`src/rtl/mult_pkg.sv`:
```
// ---------------------------------------------------------------------------
// mult_pkg
// Shared definitions for the sequential shift-add multiplier:
//   - state_t      : controller states (IDLE, CALC, FIX, DONE)
//   - MODE_*       : operand interpretation selected through is_signed
//   - cnt_width()  : width of an iteration counter that must hold WIDTH
// ---------------------------------------------------------------------------
package mult_pkg;

  typedef enum logic [1:0] {
    IDLE = 2'd0,
    CALC = 2'd1,
    FIX  = 2'd2,
    DONE = 2'd3
  } state_t;

  localparam logic MODE_UNSIGNED = 1'b0;
  localparam logic MODE_SIGNED   = 1'b1;

  // The counter has to reach the value WIDTH itself, hence WIDTH+1 codes.
  function automatic int cnt_width(input int width);
    return $clog2(width + 1);
  endfunction

endpackage

```
`src/rtl/seq_multiplier_cond_negate.sv`:
```
// ---------------------------------------------------------------------------
// cond_negate
// Conditional two's-complement negation: y = neg ? (~x + 1) : x.
// Ports:
//   x   [N-1:0]  value to convert
//   neg          1 = negate, 0 = pass through
//   y   [N-1:0]  result (the most negative value maps onto itself, which
//                reads correctly as its unsigned magnitude)
// ---------------------------------------------------------------------------
module cond_negate #(
  parameter int N = 8
) (
  input  logic [N-1:0] x,
  input  logic         neg,
  output logic [N-1:0] y
);

  // Select between the pass-through and the negated value
  always_comb begin
    y = x;
    if (neg) begin
      y = ~x + N'(1);
    end else begin
      y = x;
    end
  end

endmodule

```
`src/rtl/seq_multiplier.sv`:
```
// ---------------------------------------------------------------------------
// seq_multiplier
// Iterative shift-add WIDTH x WIDTH multiplier, unsigned or two's-complement
// per operation. Operands are converted to magnitudes on acceptance, the
// magnitudes are multiplied with one add/shift step per clock, and the sign
// is applied to the 2*WIDTH-bit result in a single fix-up cycle.
//
// Ports:
//   clk        rising-edge clock
//   rst        synchronous active-high reset
//   in_valid   a, b and is_signed are valid
//   in_ready   ready to accept an operation (IDLE only)
//   a, b       multiplicand / multiplier, WIDTH bits
//   is_signed  1 = two's-complement operands, 0 = unsigned
//   out_valid  o holds a product (DONE only)
//   out_ready  consumer takes the product
//   o          product, 2*WIDTH bits, stable while out_valid is high and
//              kept after the handshake until the next result is written
//   busy       high in every state except IDLE
//
// Timing: acceptance at edge k, out_valid rises at edge k+WIDTH+2. The CALC
// state performs WIDTH add/shift iterations and uses one further cycle to
// observe the finished count before handing over to FIX.
// ---------------------------------------------------------------------------
module seq_multiplier
  import mult_pkg::*;
#(
  parameter int WIDTH = 8,
  parameter int CNT_W = cnt_width(WIDTH)
) (
  input  logic                 clk,
  input  logic                 rst,
  input  logic                 in_valid,
  output logic                 in_ready,
  input  logic [WIDTH-1:0]     a,
  input  logic [WIDTH-1:0]     b,
  input  logic                 is_signed,
  output logic                 out_valid,
  input  logic                 out_ready,
  output logic [2*WIDTH-1:0]   o,
  output logic                 busy
);

  state_t               state;
  logic [CNT_W-1:0]     count;
  logic [WIDTH-1:0]     mcand;
  logic [WIDTH-1:0]     mplier;
  // {carry, high half, low half}; the carry catches the add overflow so the
  // right shift brings it back into the top of the product.
  logic [2*WIDTH:0]     acc;
  logic                 neg;

  logic                 signed_mode;
  logic                 a_neg;
  logic                 b_neg;
  logic [WIDTH-1:0]     mag_a;
  logic [WIDTH-1:0]     mag_b;
  logic [WIDTH:0]       addend;
  logic [WIDTH:0]       partial;
  logic [2*WIDTH:0]     acc_next;
  logic [2*WIDTH-1:0]   fixed;

  // Operand sign decode for the magnitude conversion
  always_comb begin
    signed_mode = 1'b0;
    a_neg       = 1'b0;
    b_neg       = 1'b0;
    if (is_signed == MODE_SIGNED) begin
      signed_mode = 1'b1;
      a_neg       = a[WIDTH-1];
      b_neg       = b[WIDTH-1];
    end else begin
      signed_mode = 1'b0;
      a_neg       = 1'b0;
      b_neg       = 1'b0;
    end
  end

  cond_negate #(.N(WIDTH)) u_mag_a (
    .x   (a),
    .neg (a_neg),
    .y   (mag_a)
  );

  cond_negate #(.N(WIDTH)) u_mag_b (
    .x   (b),
    .neg (b_neg),
    .y   (mag_b)
  );

  cond_negate #(.N(2*WIDTH)) u_fix (
    .x   (acc[2*WIDTH-1:0]),
    .neg (neg),
    .y   (fixed)
  );

  // One shift-add step: add the multiplicand into the upper half when the
  // current multiplier bit is set, then shift {carry, accumulator} right.
  always_comb begin
    addend   = '0;
    partial  = '0;
    acc_next = '0;
    if (mplier[0]) begin
      addend = {1'b0, mcand};
    end else begin
      addend = '0;
    end
    partial  = {acc[2*WIDTH], acc[2*WIDTH-1:WIDTH]} + addend;
    acc_next = {1'b0, partial, acc[WIDTH-1:1]};
  end

  // Controller and datapath registers, including all registered outputs
  always_ff @(posedge clk) begin
    if (rst) begin
      state     <= IDLE;
      count     <= '0;
      mcand     <= '0;
      mplier    <= '0;
      acc       <= '0;
      neg       <= 1'b0;
      o         <= '0;
      in_ready  <= 1'b1;
      out_valid <= 1'b0;
      busy      <= 1'b0;
    end else begin
      case (state)
        IDLE: begin
          if (in_valid && in_ready) begin
            mcand    <= mag_a;
            mplier   <= mag_b;
            neg      <= signed_mode & (a[WIDTH-1] ^ b[WIDTH-1]);
            acc      <= '0;
            count    <= '0;
            in_ready <= 1'b0;
            busy     <= 1'b1;
            state    <= CALC;
          end else begin
            in_ready <= 1'b1;
            busy     <= 1'b0;
          end
        end

        CALC: begin
          if (count == CNT_W'(WIDTH)) begin
            state <= FIX;
          end else begin
            acc    <= acc_next;
            mplier <= {1'b0, mplier[WIDTH-1:1]};
            count  <= count + CNT_W'(1);
          end
        end

        FIX: begin
          o         <= fixed;
          out_valid <= 1'b1;
          state     <= DONE;
        end

        DONE: begin
          if (out_ready) begin
            out_valid <= 1'b0;
            in_ready  <= 1'b1;
            busy      <= 1'b0;
            state     <= IDLE;
          end else begin
            out_valid <= 1'b1;
          end
        end

        default: begin
          state     <= IDLE;
          in_ready  <= 1'b1;
          out_valid <= 1'b0;
          busy      <= 1'b0;
        end
      endcase
    end
  end

endmodule

```
`config.mk`:
```
export PLATFORM = sky130hd
export DESIGN_NAME = seq_multiplier
export DESIGN_NICKNAME = d
export VERILOG_FILES = /design/src/rtl/mult_pkg.sv /design/src/rtl/seq_multiplier_cond_negate.sv /design/src/rtl/seq_multiplier.sv
export SDC_FILE = /design/constraint.sdc
export NUM_CORES = 1
export LEC_CHECK = 0
export ABC_AREA = 1
export BUFFER_PORTS_ARGS = -buffer_cell sky130_fd_sc_hd__buf_2
export CAP_MARGIN = 0
export CORE_UTILIZATION = 53
export DETAILED_ROUTE_END_ITERATION = 12
export PLACE_DENSITY_LB_ADDON = 0.1
export SLEW_MARGIN = 25
export SYNTH_ARGS = -nofsm -noshare
export SYNTH_HDL_FRONTEND = slang
export SYNTH_SLANG_ARGS = --single-unit
```
`constraint.sdc`:
```
create_clock -name clk -period 1.8 [get_ports clk]
set_input_delay 0.36 -clock clk [delete_from_list [all_inputs] [get_ports clk]]
set_output_delay 0.36 -clock clk [all_outputs]
set_load 0.02 [all_outputs]
```
==> run_results.csv <==
group,metric,value,unit
power_and_ir_drop,p_leak,2.07,nW
sta,maxSlewHeadroom,64.1,%
worst_setup_path,cp_cell_sequence,"buf_4 > nand2_1 > inv_1 > ha_1 > nand2_1 > inv_1 > a21oi_1 > nand2_1 > nand2_1 > nand3_1 > a21oi_1",
routing,wirelength,7.81,mm
final_layout,nets,610,
routing,vias,3409,
floorplanning,fp.coreArea,6310,µm²
clocking,cts_made_buffers,9,
worst_setup_path,critPathArrivalTime,1930,ps
sta,fin_tns_setup,0,ps
sta,drv_slew,0,
synth,async_reset_ff_share,0,%
sta,rsz0062_at_grt,"false",
synth,synth_edf_count,0,
worst_setup_path,endpoint_kind,"flip-flop",
power_and_ir_drop,totalPowerFinal,0.00531,W
grt,globalRouteOverflowTotal,0,
floorplanning,die_y,82.8,µm
worst_setup_path,slowest_delay,330,ps
worst_setup_path,criticalPathCategory,"reg2reg",
power_and_ir_drop,power_switching,0.00215,W
worst_hold_path,hold_depth,3,
sta,tightest_slew,535,ps
worst_setup_path,r2r_cells,11,
sta,fin_crit,1660,ps
clocking,post_cts_buffers,0,
flow_run,max_cap_violations,0,
run_status,status,"finished, final reports clean",
grt,antenna_found_initial,0,
routing,ant_nets,0,
clocking,cts.clk_slew.worst_paths,70,ps
synth,syn-cell-area,3460,µm²
floorplanning,rows,29,
clocking,cts_buffer_depth,2,
grt,grt_pass1_wl,13.6,mm
placed_design,hpwl,5.66,mm
grt,grt_max_degree,32,
sta,setup_viol,0,
placed_design,placed_area,3790,µm²
synth,yosysUniqueCellTypes,37,
power_and_ir_drop,p_clk_share,23.5,%
synth,synth-seq-cells,58,
routing,first_pass_iters,4,
final_layout,design_area,4040,µm²
synth,syn_nets,562,
routing,drt_iter0_markers,173,
worst_setup_path,required,2070,ps
routing,avgViaCountPerCell,5.22,
floorplanning,ios,40,
sta,fin_skew,5.11,ps
synth,synth_ff_type,"dfxtp_1",
power_and_ir_drop,p_comb_share,43.0,%
synth,synthCells,523,
power_and_ir_drop,power.density,1310,nW/µm²
worst_setup_path,startpoint_type,"flip-flop",
sta,hold_viol,0,
floorplanning,dieWidth,82.8,µm
placed_design,gp_congestion,0.833,
power_and_ir_drop,p_int,0.00315,W
worst_setup_path,critPathMaxFanout,7,
synth,yosysSeqAreaShare,33.6,%
routing,drc,0,
grt,grt_pass1_vias,3072,
power_and_ir_drop,ir_drop,875,µV
sta,fmax,0.604,GHz
worst_setup_path,path_common_cell,"nand2_1",
worst_hold_path,hp-class,"in2reg",
worst_setup_path,cpMaxStageDelayCell,"ha_1",
clocking,htreeDepth,3,
placed_design,portBuffers,39,
floorplanning,initial_core_util,54.8,%
sta,whs,291,ps
final_layout,layout_commonest_cell,"nand2_1",
clocking,cts_sinks,58,
final_layout,final_layout_size_suffix_gt1_share,16.0,%
final_layout,final_util,63.9,%
synth,yosys_warnings,0,
routing,avgRoutedWirePerCell,12.0,µm
final_layout,diodes,0,
final_layout,fill_cells,591,
clocking,cts_tree,"built",
clocking,clk_latency,350,ps
clocking,cts_root_buf,"clkbuf_8",
grt,grt_usage,24.0,%
synth,avgSynthCellArea,6.62,µm²
power_and_ir_drop,sequentialPowerShare,33.5,%
sta,fin_crit_sh,92.0,%
floorplanning,die_area,6860,µm²
final_layout,most-common-layout-cells,"nand2_1 (127), inv_1 (75), dfxtp_1 (58), nor2_1 (50), a21oi_1 (44)",
final_layout,syn2layout_area_growth,16.6,%
power_and_ir_drop,switching_share,40.6,%
clocking,cts_hold_buf,0,
-- logic make-up after synthesis --
kind of cell / count (synthesis) / share of synthesized area (%)
and+or+nand+nor: 238 / 30.0
AOI/OAI and AO/OA: 105 / 16.7
buffers and inverters: 97 / 11.2
DFF: 58 / 33.6
adders and majority gates: 18 / 6.72
xor gates and xnor gates: 7 / 1.77
-- metrics by stage --
step / cells / setup WS, ps
3_5_place_dp: 637 / 69.2
3_3_place_gp: 637 / 142
5_1_grt: 653 / 0.100
6_report: 653 / 144
2_1_floorplan: 523 / 43.2
4_1_cts: 653 / 50.7
-- sequential cells by signal, summed over array words and instances (netlist names) --
signal and flops:
busy 1, neg 1, o 16, state 2
in_ready 1, count 4, mcand 8, acc 16
mplier 8, out_valid 1
-- final timing paths --
kind | end | from | slack [ps]
setup / recovery | acc[14] | mplier[0] | 140
setup reg to reg | acc[14] | mplier[0] | 140
hold / removal | mcand[5] | a[5] | 290
hold reg to reg | busy | busy | 470
-- metal layers --
layer	GRT usage (%)	up-vias	share of wire [%]
li1	-	1780	-
met3	6.06	14	4.7
met1	31.2	1541	48
met4	8.78	0	1.8
met5	0	-	0
met2	38.5	74	45
-- area by class of cell --
type,count,area [µm²],share of cell area (%)
Clock buffer,11,151,3.75
Clock inverter,5,52.6,1.30
Inverter,79,299,7.41
Multi-Input combinational cell,368,1940,48.2
Sequential cell,58,1160,28.8
Tap cell,77,96.3,2.39
Timing Repair Buffer,55,332,8.21
-- synth_stat cells (2+ instances only) --
master	number	area (µm²)
inv_2	2	7.51
dfxtp_1	58	1160
o221ai_1	3	26.3
xor2_1	5	43.8
nand3_1	37	185
clkbuf_1	9	33.8
nand2_1	129	484
nor2_8	2	40.0
inv_1	75	282
a22oi_1	3	22.5
nor2_1	51	191
nand2_2	2	12.5
nor2_4	2	22.5
nand4_1	5	31.3
xnor2_1	2	17.5
ha_1	17	213
o21ai_1	2	10.0
o21ai_0	41	205
a21oi_1	46	230
nor3_1	2	10.0
nand3b_1	6	45.0
buf_2	6	30.0
o211ai_1	4	30.0
-- critical path, delay by kind of cell (launching register included) --
| family | cells | cell delay (ps) |
|---|---|---|
| simple gates | 5 | 360 |
| compound gates | 2 | 320 |
| fa+ha+maj | 1 | 330 |
| buf+inv | 3 | 250 |
| flops | 1 | 320 |
-- power by group through the flow --
stage | clock network, W | logic (W) | registers, W
6_report | 0.00125 | 0.00228 | 0.00178
5_1_grt | 0.00133 | 0.00256 | 0.00181
4_1_cts | 0.00127 | 0.00224 | 0.00178
3_5_place_dp | 0 | 0.00223 | 0.00180
3_3_place_gp | 0 | 0.00219 | 0.00179
2_1_floorplan | 0 | 0.00151 | 0.00194
-- repair_timing --
action | 4_1_cts | 5_1_grt
endpoints found under the setup margin | 0 | 17
resized for setup | 0 | 11
endpoints found under the hold margin | 0 | 0
No activity file was read; power rests on OpenSTA's default activity.
